`src/rtl/ps2_key_tracker.sv`:
```
// ps2_key_tracker: PS/2 scan-code set 2 receiver with held-key bitmap for
// eight game keys (W S A D J K L SPACE).
// Optional feature macro: PS2_PARITY_CHECK_EN (odd-parity check on receive).
// Handshake: byte_valid and frame_err are single-cycle strobes with no ready;
// rx_byte and key are stable registers that change only with byte_valid.
// dbg_state / dbg_brk / dbg_ext expose receive FSM state and decoder flags.
module ps2_key_tracker #(
    parameter int FILTER_LEN = 8,
    parameter int TIMEOUT    = 50000
) (
    input  logic       clk,
    input  logic       reset,
    input  logic       ps2_clk,
    input  logic       ps2_data,
    output logic [7:0] key,
    output logic [7:0] rx_byte,
    output logic       byte_valid,
    output logic       frame_err,
    output logic [1:0] dbg_state,
    output logic       dbg_brk,
    output logic       dbg_ext
);

    localparam int FW = $clog2(FILTER_LEN + 1);
    localparam int TW = $clog2(TIMEOUT + 1);

    typedef enum logic [1:0] {S_IDLE, S_DATA, S_PARITY, S_STOP} state_t;

    state_t        r_state, w_next;
    logic          r_clk_s1, r_clk_s2, r_dat_s1, r_dat_s2;
    logic          r_clk_f;
    logic [FW-1:0] r_flt_cnt;
    logic [TW-1:0] r_to_cnt;
    logic [2:0]    r_bit_cnt;
    logic [7:0]    r_shift;
    logic [7:0]    r_key, r_rx_byte;
    logic          r_byte_valid, r_frame_err, r_brk, r_ext;
    logic          w_fall, w_timeout, w_accept;
    logic          w_start, w_shift_en, w_emit, w_err;
    logic [7:0]    w_mask;
`ifdef PS2_PARITY_CHECK_EN
    logic          r_parity;
    logic          w_par_en;
`endif

    // Two-flop synchronizers; idle bus level is high.
    always_ff @(posedge clk or posedge reset) begin
        if (reset) begin
            r_clk_s1 <= 1'b1;
            r_clk_s2 <= 1'b1;
            r_dat_s1 <= 1'b1;
            r_dat_s2 <= 1'b1;
        end else begin
            r_clk_s1 <= ps2_clk;
            r_clk_s2 <= r_clk_s1;
            r_dat_s1 <= ps2_data;
            r_dat_s2 <= r_dat_s1;
        end
    end

    // Filtered clock follows the synchronized clock only after FILTER_LEN
    // consecutive cycles at the new level.
    always_ff @(posedge clk or posedge reset) begin
        if (reset) begin
            r_clk_f   <= 1'b1;
            r_flt_cnt <= '0;
        end else if (r_clk_s2 == r_clk_f) begin
            r_flt_cnt <= '0;
        end else if (r_flt_cnt == FW'(FILTER_LEN - 1)) begin
            r_clk_f   <= r_clk_s2;
            r_flt_cnt <= '0;
        end else begin
            r_flt_cnt <= r_flt_cnt + 1'b1;
        end
    end

    // The falling edge is flagged in the cycle the filtered clock drops.
    assign w_fall    = r_clk_f && !r_clk_s2 && (r_flt_cnt == FW'(FILTER_LEN - 1));
    assign w_timeout = (r_state != S_IDLE) && !w_fall && (r_to_cnt == TW'(TIMEOUT));

`ifdef PS2_PARITY_CHECK_EN
    assign w_accept = r_dat_s2 && (^{r_shift, r_parity});
`else
    assign w_accept = r_dat_s2;
`endif

    // Mid-frame inactivity counter; saturates at TIMEOUT.
    always_ff @(posedge clk or posedge reset) begin
        if (reset)
            r_to_cnt <= '0;
        else if (r_state == S_IDLE || w_fall)
            r_to_cnt <= '0;
        else if (r_to_cnt != TW'(TIMEOUT))
            r_to_cnt <= r_to_cnt + 1'b1;
    end

    // Receive FSM state register.
    always_ff @(posedge clk or posedge reset) begin
        if (reset) r_state <= S_IDLE;
        else       r_state <= w_next;
    end

    // Receive FSM next-state and strobes.
    always_comb begin
        w_next     = r_state;
        w_start    = 1'b0;
        w_shift_en = 1'b0;
        w_emit     = 1'b0;
        w_err      = 1'b0;
`ifdef PS2_PARITY_CHECK_EN
        w_par_en   = 1'b0;
`endif
        if (w_timeout) begin
            w_next = S_IDLE;
            w_err  = 1'b1;
        end else if (w_fall) begin
            case (r_state)
                S_IDLE: begin
                    if (!r_dat_s2) begin
                        w_next  = S_DATA;
                        w_start = 1'b1;
                    end
                end
                S_DATA: begin
                    w_shift_en = 1'b1;
                    if (r_bit_cnt == 3'd7) w_next = S_PARITY;
                end
                S_PARITY: begin
`ifdef PS2_PARITY_CHECK_EN
                    w_par_en = 1'b1;
`endif
                    w_next = S_STOP;
                end
                S_STOP: begin
                    w_next = S_IDLE;
                    if (w_accept) w_emit = 1'b1;
                    else          w_err  = 1'b1;
                end
                default: w_next = S_IDLE;
            endcase
        end
    end

    // Shift register, bit counter and parity capture.
    always_ff @(posedge clk or posedge reset) begin
        if (reset) begin
            r_bit_cnt <= 3'd0;
            r_shift   <= 8'h00;
`ifdef PS2_PARITY_CHECK_EN
            r_parity  <= 1'b0;
`endif
        end else begin
            if (w_start) r_bit_cnt <= 3'd0;
            if (w_shift_en) begin
                r_shift   <= {r_dat_s2, r_shift[7:1]};
                r_bit_cnt <= r_bit_cnt + 3'd1;
            end
`ifdef PS2_PARITY_CHECK_EN
            if (w_par_en) r_parity <= r_dat_s2;
`endif
        end
    end

    // Scan-code to key-bit map.
    always_comb begin
        w_mask = 8'h00;
        case (r_shift)
            8'h1D: w_mask = 8'h80;
            8'h1B: w_mask = 8'h40;
            8'h1C: w_mask = 8'h20;
            8'h23: w_mask = 8'h10;
            8'h3B: w_mask = 8'h08;
            8'h42: w_mask = 8'h04;
            8'h4B: w_mask = 8'h02;
            8'h29: w_mask = 8'h01;
            default: w_mask = 8'h00;
        endcase
    end

    // Byte decoder: prefix flags, bitmap update and output strobes.
    always_ff @(posedge clk or posedge reset) begin
        if (reset) begin
            r_key        <= 8'h00;
            r_rx_byte    <= 8'h00;
            r_byte_valid <= 1'b0;
            r_frame_err  <= 1'b0;
            r_brk        <= 1'b0;
            r_ext        <= 1'b0;
        end else begin
            r_byte_valid <= w_emit;
            r_frame_err  <= w_err;
            if (w_emit) begin
                r_rx_byte <= r_shift;
                if (r_shift == 8'hF0) begin
                    r_brk <= 1'b1;
                end else if (r_shift == 8'hE0) begin
                    r_ext <= 1'b1;
                end else begin
                    r_brk <= 1'b0;
                    r_ext <= 1'b0;
                    if (!r_ext)
                        r_key <= r_brk ? (r_key & ~w_mask) : (r_key | w_mask);
                end
            end
        end
    end

    assign key        = r_key;
    assign rx_byte    = r_rx_byte;
    assign byte_valid = r_byte_valid;
    assign frame_err  = r_frame_err;
    assign dbg_state  = r_state;
    assign dbg_brk    = r_brk;
    assign dbg_ext    = r_ext;

endmodule

```
`config.mk`:
```
export PLATFORM = sky130hd
export DESIGN_NAME = ps2_key_tracker
export DESIGN_NICKNAME = d
export VERILOG_FILES = /design/src/rtl/ps2_key_tracker.sv
export SDC_FILE = /design/constraint.sdc
export NUM_CORES = 1
export LEC_CHECK = 0
export CAP_MARGIN = 25
export CORE_UTILIZATION = 40
export DETAILED_ROUTE_END_ITERATION = 7
export HOLD_SLACK_MARGIN = 0.12
export PLACE_DENSITY = 0.63
export SLEW_MARGIN = 20
export SYNTH_ARGS = -nofsm -noshare
export SYNTH_HDL_FRONTEND = slang
export SYNTH_SLANG_ARGS = --single-unit
```
`constraint.sdc`:
```
create_clock -name clk -period 3.85 [get_ports clk]
set_input_delay 0.9625 -clock clk [delete_from_list [all_inputs] [get_ports clk]]
set_output_delay 0.9625 -clock clk [all_outputs]
set_load 0.05 [all_outputs]
```
==> results of run 1 <==
[worst paths after layout]
path | to | from | cells past startpoint | slack, ns
setup / recovery | dbg_brk | dbg_brk | 1 | 1.19
hold / removal | r_clk_s2 | r_clk_s1 | 0 | 0.36
setup reg to reg | flip-flop | r_clk_f | 5 | 1.61
hold reg to reg | r_clk_s2 | r_clk_s1 | 0 | 0.36
max in group asynchronous | r_clk_s1 | reset | 3 | 2.09
min in group asynchronous | r_to_cnt[9] | reset | 2 | 1.03
[power groups by stage]
| stage | sequential [W] | clock, W | combinational, W |
|---|---|---|---|
| 3_5_place_dp | 0.000648 | 0 | 0.0000458 |
| 3_3_place_gp | 0.000647 | 0 | 0.0000454 |
| 6_report | 0.000637 | 0.000625 | 0.0000447 |
| 4_1_cts | 0.000637 | 0.000640 | 0.0000466 |
| 2_1_floorplan | 0.000646 | 0 | 0.0000325 |
| 5_1_grt | 0.000639 | 0.000663 | 0.0000536 |
[placed cells by master, fill, tap and decap left out, drive strengths merged, types with 3 or more instances in the layout]
cell type	instances
nor2	22
and4bb	3
nor4b	7
inv	12
nor3	7
o21ai	11
nand2	40
mux2	8
nand4	8
clkbuf	12
ha	11
dfstp	5
xor2	4
nand3	10
a21oi	4
xnor2	8
dfrtp	53
clkdlybuf4s50	25
o31ai	4
nor4	3
[stage by stage]
stage	cells	instance area (um2)	utilization [%]
after floorplan	254	2700	-
after global placement	352	3020	47.1
after detailed placement	352	3020	47.1
after CTS	368	3240	50.5
after global routing	368	3240	50.5
final	368	3240	50.5
[cell type report]
cell class	instances	area, um2	area share [%]
flip-flops and latches	58	1460	44.9
multi-input cells	178	1160	35.7
repair buffers	27	265	8.18
clock buffers	12	145	4.48
well taps	77	96.3	2.97
clock inverters	4	75.1	2.31
inverters	12	45.0	1.39
[cells by family after synthesis]
| kind of cell | synth area share [%] |
|---|---|
| mux | 4.08 |
| flops | 54.0 |
| xor+xnor | 3.89 |
| simple gates | 22.7 |
| compound gates | 7.19 |
| fa+ha+maj | 5.10 |
| buf+inv | 3.06 |
[metal layers]
metal | share of wire [%] | GRT usage [%] | vias to the layer above
met4 | 1.6 | 9.40 | 0
met5 | 0 | 0 | -
li1 | - | - | 956
met2 | 46 | 25.0 | 33
met1 | 49 | 21.3 | 924
met3 | 3.4 | 3.83 | 10
==> flow_summary.toml, run 1 <==
[critical_path]
slowest_stage = "clkdlybuf4s50_1"
cpPeakStageDelay_ns = 0.86
worst-path-buf-inv = 1
worstSetupEndpointType = "primary output"
cp_max_fo = 10
start_kind = "flip-flop"
critPathTopFamily = "buffers and inverters"
cp_data_arrival_time_ns = 1.70
cp_cell_sequence = "clkdlybuf4s50_1"
critPathKind = "reg2out"
cp.required_ns = 2.89

[timing]
worst_pin_slew_ns = 0.639
fmax_mhz = 375
slew_violations = 0
fin_ws_ns = 1.19
finalSetupTns_ns = 0
timing.final.crit_share_pct = 69.2
setup_viol_count_final = 0
fin_crit_ns = 2.66
relSlewSlack_pct = 57.3
hold_viol = 0
finClkSkew_ns = 0.0107
hold_slack_ns = 0.355
rsz0062_at_grt = "false"

[clock_network]
cts_resized = 0
cts_setup_buffers = 0
cts.reportedPaths.clkPinSlew_ns = 0.06
cts-root-buf = "clkbuf_8"
clockBufferDepth = 2
clkSinkCount = 58
numCtsBuffers = 9
htree_levels = 3
worstSkewPairLatency_ns = 0.34
cts_hold_buf = 0
cts_tree = "built"

[floorplan]
ios = 26
die_h_um = 84.1
die_w_um = 84.1
dieArea_um2 = 7080
row_count = 29
core_area_um2 = 6420
start_util_pct = 42.0

[power_and_ir_drop]
p_clk_share_pct = 47.9
power_density_nw_per_um2 = 403
p_int_w = 0.00103
power_switching_w = 0.000279
power_leakage_nw = 1.41
peakVddDrop_mv = 0.301
switching_share_pct = 21.4
p_seq_share_pct = 48.7
combinationalPowerShare_pct = 3.4
power.total_w = 0.00131

[drt]
via_count = 1923
antenna_left = 0
first_iter_violations = 57
route.detailed.drc = 4
vias_per_cell = 5.23
wl_um = 5130
dr.pass1.iters = 7
wl_per_cell_um = 13.9

[global_routing]
grt_start_max_net_pins = 31
track_usage_pct = 16.3
overflow = 0
grt_pass1_wl_um = 8910
antenna_found_initial = 0
grt_pass1_vias = 1893

[layout]
n_fill_cell = 612
drive_above_1_share_pct = 14.8
area_growth_pct = 20.2
nets = 301
diodes = 0

[yosys]
avgSynthCellArea_um2 = 10.6
synth_top_area_share_pct = 49.1
yosys-top-cells-count = "dfrtp_1 (53), nand2_1 (39), nor2_1 (20)"
ys_ff_latch = 58
yosysTopAreaCell = "dfrtp_1"
yosysUniqueCellTypes = 47
synthArstFlopShare_pct = 100
syn_nets = 269
synth_most_common_cell = "dfrtp_1"
synth_area_um2 = 2700
yosys_most_used_dff = "dfrtp_1"
ys_seq_area_share_pct = 54.0
ys_top_cells_by_area = "dfrtp_1 (49%), nand2_1 (5.4%), ha_1 (5.1%)"
synth_edf_count = 0
ys_warn_count = 0
syn_inst = 254

[outcome]
violations = "DRC"
status = "finished with violations"

[placement]
dp_slack_ns = 1.53
hpwl_um = 3530
io_buffers = 25
routabilityCongestion = 0.741

[hold_path]
min_path_type = "reg2reg"

[run]
drv_cap = 0
(Power assumes the default switching activity.)
==> inputs of run 2 (changes only) <==
PLACE_DENSITY = 0.65   (was 0.63)
clock period = 2.3 ns   (was 3.85 ns; I/O delays follow)
==> run 2 against run 1 <==
Effect of this change: largest cell class unchanged; highest routed layer unchanged; total power grew 58%; die area is the same; clock power grew 49%; non-clock buffer count grew 2; routed wire length shrank 2.2%; hold slack lost 0.00091 ns; register-to-register slack lost 1.2 ns; core utilization grew 0.12 points; the run still ends with DRC left.
==> flow_summary.toml, run 2 (synthesis results as in run 1) <==
[floorplan]
core_area_um2 = 6420
die_h_um = 84.1
die_w_um = 84.1
start_util_pct = 42.0
dieArea_um2 = 7080
ios = 26
row_count = 29

[drt]
via_count = 1963
antenna_left = 0
dr_wl_met2_um = 2440
drt-met1-wl_um = 2400
wl_per_cell_um = 13.5
dr.pass1.iters = 7
route.detailed.drc = 4
first_iter_violations = 99
met3_length_um = 124
vias_per_cell = 5.31
wl_um = 5010
highest_layer = "met4"

[global_routing]
antenna_found_initial = 0
grt_start_max_net_pins = 47
overflow = 0
track_usage_pct = 16.1
grt_pass1_vias = 1909
grt_pass1_wl_um = 8850

[power_and_ir_drop]
power.total_w = 0.00207
peakVddDrop_mv = 0.347
power_density_nw_per_um2 = 637
power_leakage_nw = 1.44

[layout]
final_common_cell = "dfrtp_1"
postLayoutCoreUtil_pct = 50.6
n_fill_cell = 583
area_growth_pct = 20.4
final_cells = 370
drive_above_1_share_pct = 15.0
seq_area_um2 = 1460
final_cell_mix = "dfrtp_1 (53), nand2_1 (39), clkdlybuf4s50_1 (24), nor2_1 (20)"
nets = 303
multiInputGateArea_um2 = 1160
diodes = 0

[placement]
dp_cells = 354
io_buffers = 25
hpwl_um = 3530
dp_slack_ns = 0.366
routabilityCongestion = 0.768

[outcome]
status = "finished with violations"
violations = "DRC"

[critical_path]
critPathKind = "reg2out"
startpoint = "dbg_ext"
r2r-end = "r_to_cnt[14]"
cp_max_fo = 6
critPathTopFamily = "buffers and inverters"
cp_data_arrival_time_ns = 1.58
worst-path-buf-inv = 1
critPathCapture = "dbg_ext"
cpPeakStageDelay_ns = 0.83
cp.required_ns = 1.73
start_kind = "flip-flop"
cp_cell_sequence = "clkdlybuf4s50_1"
rr_worst_depth = 7
cp.depth = 1
slowest_stage = "clkdlybuf4s50_1"
reg2reg_slack_ns = 0.42
r2r_start = "r_clk_s2"
worstSetupEndpointType = "primary output"

[run]
drv_cap = 0

[clock_network]
clockBufferDepth = 2
numCtsBuffers = 9
worstSkewPairLatency_ns = 0.32
htree_levels = 3
cts_tree = "built"
cts-root-buf = "clkbuf_8"
cts.reportedPaths.clkPinSlew_ns = 0.06
clkSinkCount = 58

[timing]
fin_ws_ns = 0.144
rsz0062_at_grt = "false"
worst_pin_slew_ns = 0.498
fin_crit_ns = 2.16
hold_viol = 0
setup_viol_count_final = 0
timing.final.crit_share_pct = 93.7
slew_violations = 0
relSlewSlack_pct = 66.4
finClkSkew_ns = 0.00382
finalSetupTns_ns = 0
fmax_mhz = 464

[hold_path]
min_path_type = "reg2reg"
run 2: changes by cell type in the layout (fill, tap and decap cells not counted):
cell	before	now
clkinv_2	0	1
buf_4	2	3
clkbuf_8	10	11
buf_12	0	1
clkdlybuf4s50_1	25	24
clkbuf_1	2	3
bufinv_16	2	1
clkinvlp_4	2	0
dlymetal6s2s_1	0	1
run 2: where the power goes:
part	switching [W]	leakage, nW	total [W]	internal, W
clock	0.000369	0.101	0.000929	0.000559
sequential	0.0000176	0.791	0.00107	0.00105
combinational	0.0000421	0.552	0.0000748	0.0000328
run 2: worst min path at each step:
| stage | start | endpoint | cells past startpoint |
|---|---|---|---|
| floorplan | r_clk_s1 | r_clk_s2 | 0 |
| global placement | r_dat_s1 | r_dat_s2 | 0 |
| detailed placement | r_dat_s1 | r_dat_s2 | 0 |
| CTS | r_dat_s1 | r_dat_s2 | 0 |
| global route | r_dat_s1 | r_dat_s2 | 0 |
| finish | r_dat_s1 | r_dat_s2 | 0 |
run 2: repair_timing:
item	in CTS	in global routing
buffers inserted	0	0
setup endpoints to repair	0	1
gates resized for setup	0	1
hold buffers	0	0
run 2: area by class of cell:
cell class                 instances  area share (%)
timing repair buffer              29            9.08
sequential                        58            44.8
tap                               77            2.96
clock inverter                     2            1.08
multi-input combinational        178            35.6
inverter                          12            1.39
clock buffer                      14            5.00
run 2: routing by layer:
metal	GRT usage (%)	vias to the layer above
met1	20.9	976
li1	-	960
met3	5.51	4
met2	24.7	23
met4	7.05	0
met5	0	-
run 2: worst register-to-register path, cell delays in order, from the launching register on:
cell and delay, ns:
dfstp_2 0.52, inv_1 0.04, ha_1 0.17, and4b_1 0.22, or2_1 0.33, buf_4 0.23
a211oi_1 0.18, a31o_2 0.13
run 2: stage by stage:
step | cell area (um2) | hold slack, ns
floorplan | 2700 | 0.345
global placement | 3050 | 0.346
detailed placement | 3050 | 0.348
CTS | 3250 | 0.356
global route | 3250 | 0.364
finish | 3250 | 0.355
==> inputs of run 3 (changes only) <==
CORE_UTILIZATION = 45   (was 40)
PLACE_DENSITY = 0.72   (was 0.65)
==> run 3 against run 2 <==
Effect of this change: clock skew up 0.0035 ns; global-route usage up 1.9 points; first-iteration DRC count up 19%; combinational power up 3.3%; hold slack better by 0.0020 ns; total power up 6.6%; clock power up 14%; sequential share of layout area down 0.56 points; largest cell class unchanged; routed wire length down 0.24%; cell count down 0.81%; via count up 0.15%; critical path type unchanged; cell area up 1.3%; the run now ends clean.
==> flow_summary.toml, run 3 (synthesis results as in run 1) <==
[global_routing]
grt_pass1_wl_um = 8510
track_usage_pct = 18.0
grt_pass1_vias = 1870
grt_start_max_net_pins = 40
overflow = 0
antenna_found_initial = 0

[clock_network]
worstSkewPairLatency_ns = 0.33
clkSinkCount = 58
htree_levels = 3
clockBufferDepth = 2
cts_hold_buf = 0
numCtsBuffers = 9
cts.reportedPaths.clkPinSlew_ns = 0.07
cts_tree = "built"
cts-root-buf = "clkbuf_8"
cts_setup_buffers = 0

[layout]
n_fill_cell = 472
final_cell_mix = "dfrtp_1 (53), nand2_1 (39), clkdlybuf4s50_1 (24), nor2_1 (20)"
final_common_cell = "dfrtp_1"
area_growth_pct = 22.0
postLayoutCoreUtil_pct = 58.4
design_area_um2 = 3290
multiInputGateArea_um2 = 1160
final_cells = 367
nets = 305
seq_area_um2 = 1460
drive_above_1_share_pct = 16.3
diodes = 0

[drt]
wl_um = 5000
via_count = 1966
antenna_left = 0
route.detailed.drc = 0
dr.pass1.iters = 4
vias_per_cell = 5.36
first_iter_violations = 118
wl_per_cell_um = 13.6

[floorplan]
ios = 26
dieArea_um2 = 6310
row_count = 27
die_h_um = 79.4
core_area_um2 = 5640
die_w_um = 79.4
start_util_pct = 47.8

[power_and_ir_drop]
power_density_nw_per_um2 = 670
power.total_w = 0.00221
peakVddDrop_mv = 0.475
power_leakage_nw = 1.46

[critical_path]
cp_data_arrival_time_ns = 1.59
r2r_start = "r_clk_s2"
cp_max_fo = 6
critPathTopFamily = "buffers and inverters"
cpPeakStageDelay_ns = 0.83
reg2reg_slack_ns = 0.37
cp.required_ns = 1.73
slowest_stage = "clkdlybuf4s50_1"
worstSetupEndpointType = "primary output"
start_kind = "flip-flop"
worst-path-buf-inv = 1
critPathKind = "reg2out"
cp_cell_sequence = "clkdlybuf4s50_1"
startpoint = "dbg_ext"

[hold_path]
min_path_type = "reg2reg"
min-delay-start = "r_clk_s1"

[timing]
timing.final.crit_share_pct = 94.2
finClkSkew_ns = 0.00734
relSlewSlack_pct = 66.0
setup_viol_count_final = 0
hold_viol = 0
slew_violations = 0
fmax_mhz = 461
worst_pin_slew_ns = 0.509
finalSetupTns_ns = 0
fin_crit_ns = 2.17
rsz0062_at_grt = "false"

[run]
drv_cap = 0

[placement]
dp_cells = 351
hpwl_um = 3500
routabilityCongestion = 0.792
io_buffers = 25
placed_area_um2 = 3060

[outcome]
status = "completed"
-- run 3: cell count changes in the layout (fill, tap and decap cells not counted) --
cell,before,now
bufinv_16,1,2
clkinv_2,1,0
clkinvlp_4,0,2
clkbuf_1,3,1
buf_4,3,5
-- run 3: final timing paths --
kind | cells after the start | end
setup / recovery | 1 | dbg_ext
hold / removal | 0 | r_clk_s2
setup reg to reg | 7 | dbg_state[0]
hold reg to reg | 0 | r_clk_s2
max in group asynchronous | 3 | r_dat_s2
min in group asynchronous | 3 | r_flt_cnt[2]
-- run 3: power breakdown --
part	internal (W)	switching (W)
logic	0.0000345	0.0000428
registers	0.00105	0.0000183
clock network	0.000669	0.000393
total	0.00175	0.000454
-- run 3: cell type report --
type	count	share of cell area, %
Clock inverter	4	2.28
Clock buffer	12	4.71
Tap cell	72	2.74
Inverter	12	1.37
Multi-Input combinational cell	178	35.2
Timing Repair Buffer	31	9.43
Sequential cell	58	44.3
-- run 3: stage by stage --
stage	hold slack (ns)	setup slack (ns)
after global placement	0.346	0.398
final	0.357	0.132
after CTS	0.356	0.0111
after floorplan	0.345	0.305
after detailed placement	0.348	0.349
after global routing	0.358	0.0578
-- run 3: repair_timing --
action,in CTS,in global routing
hold endpoints to repair,0,0
endpoints found under the setup margin,0,1
resized for setup,0,1
-- run 3: metal layers --
metal	global-route usage (%)	vias up	routed length, um
met5	0	-	0
met4	9.64	0	102
met3	4.69	8	203
met2	27.3	47	2250
met1	23.6	945	2450
li1	-	966	-
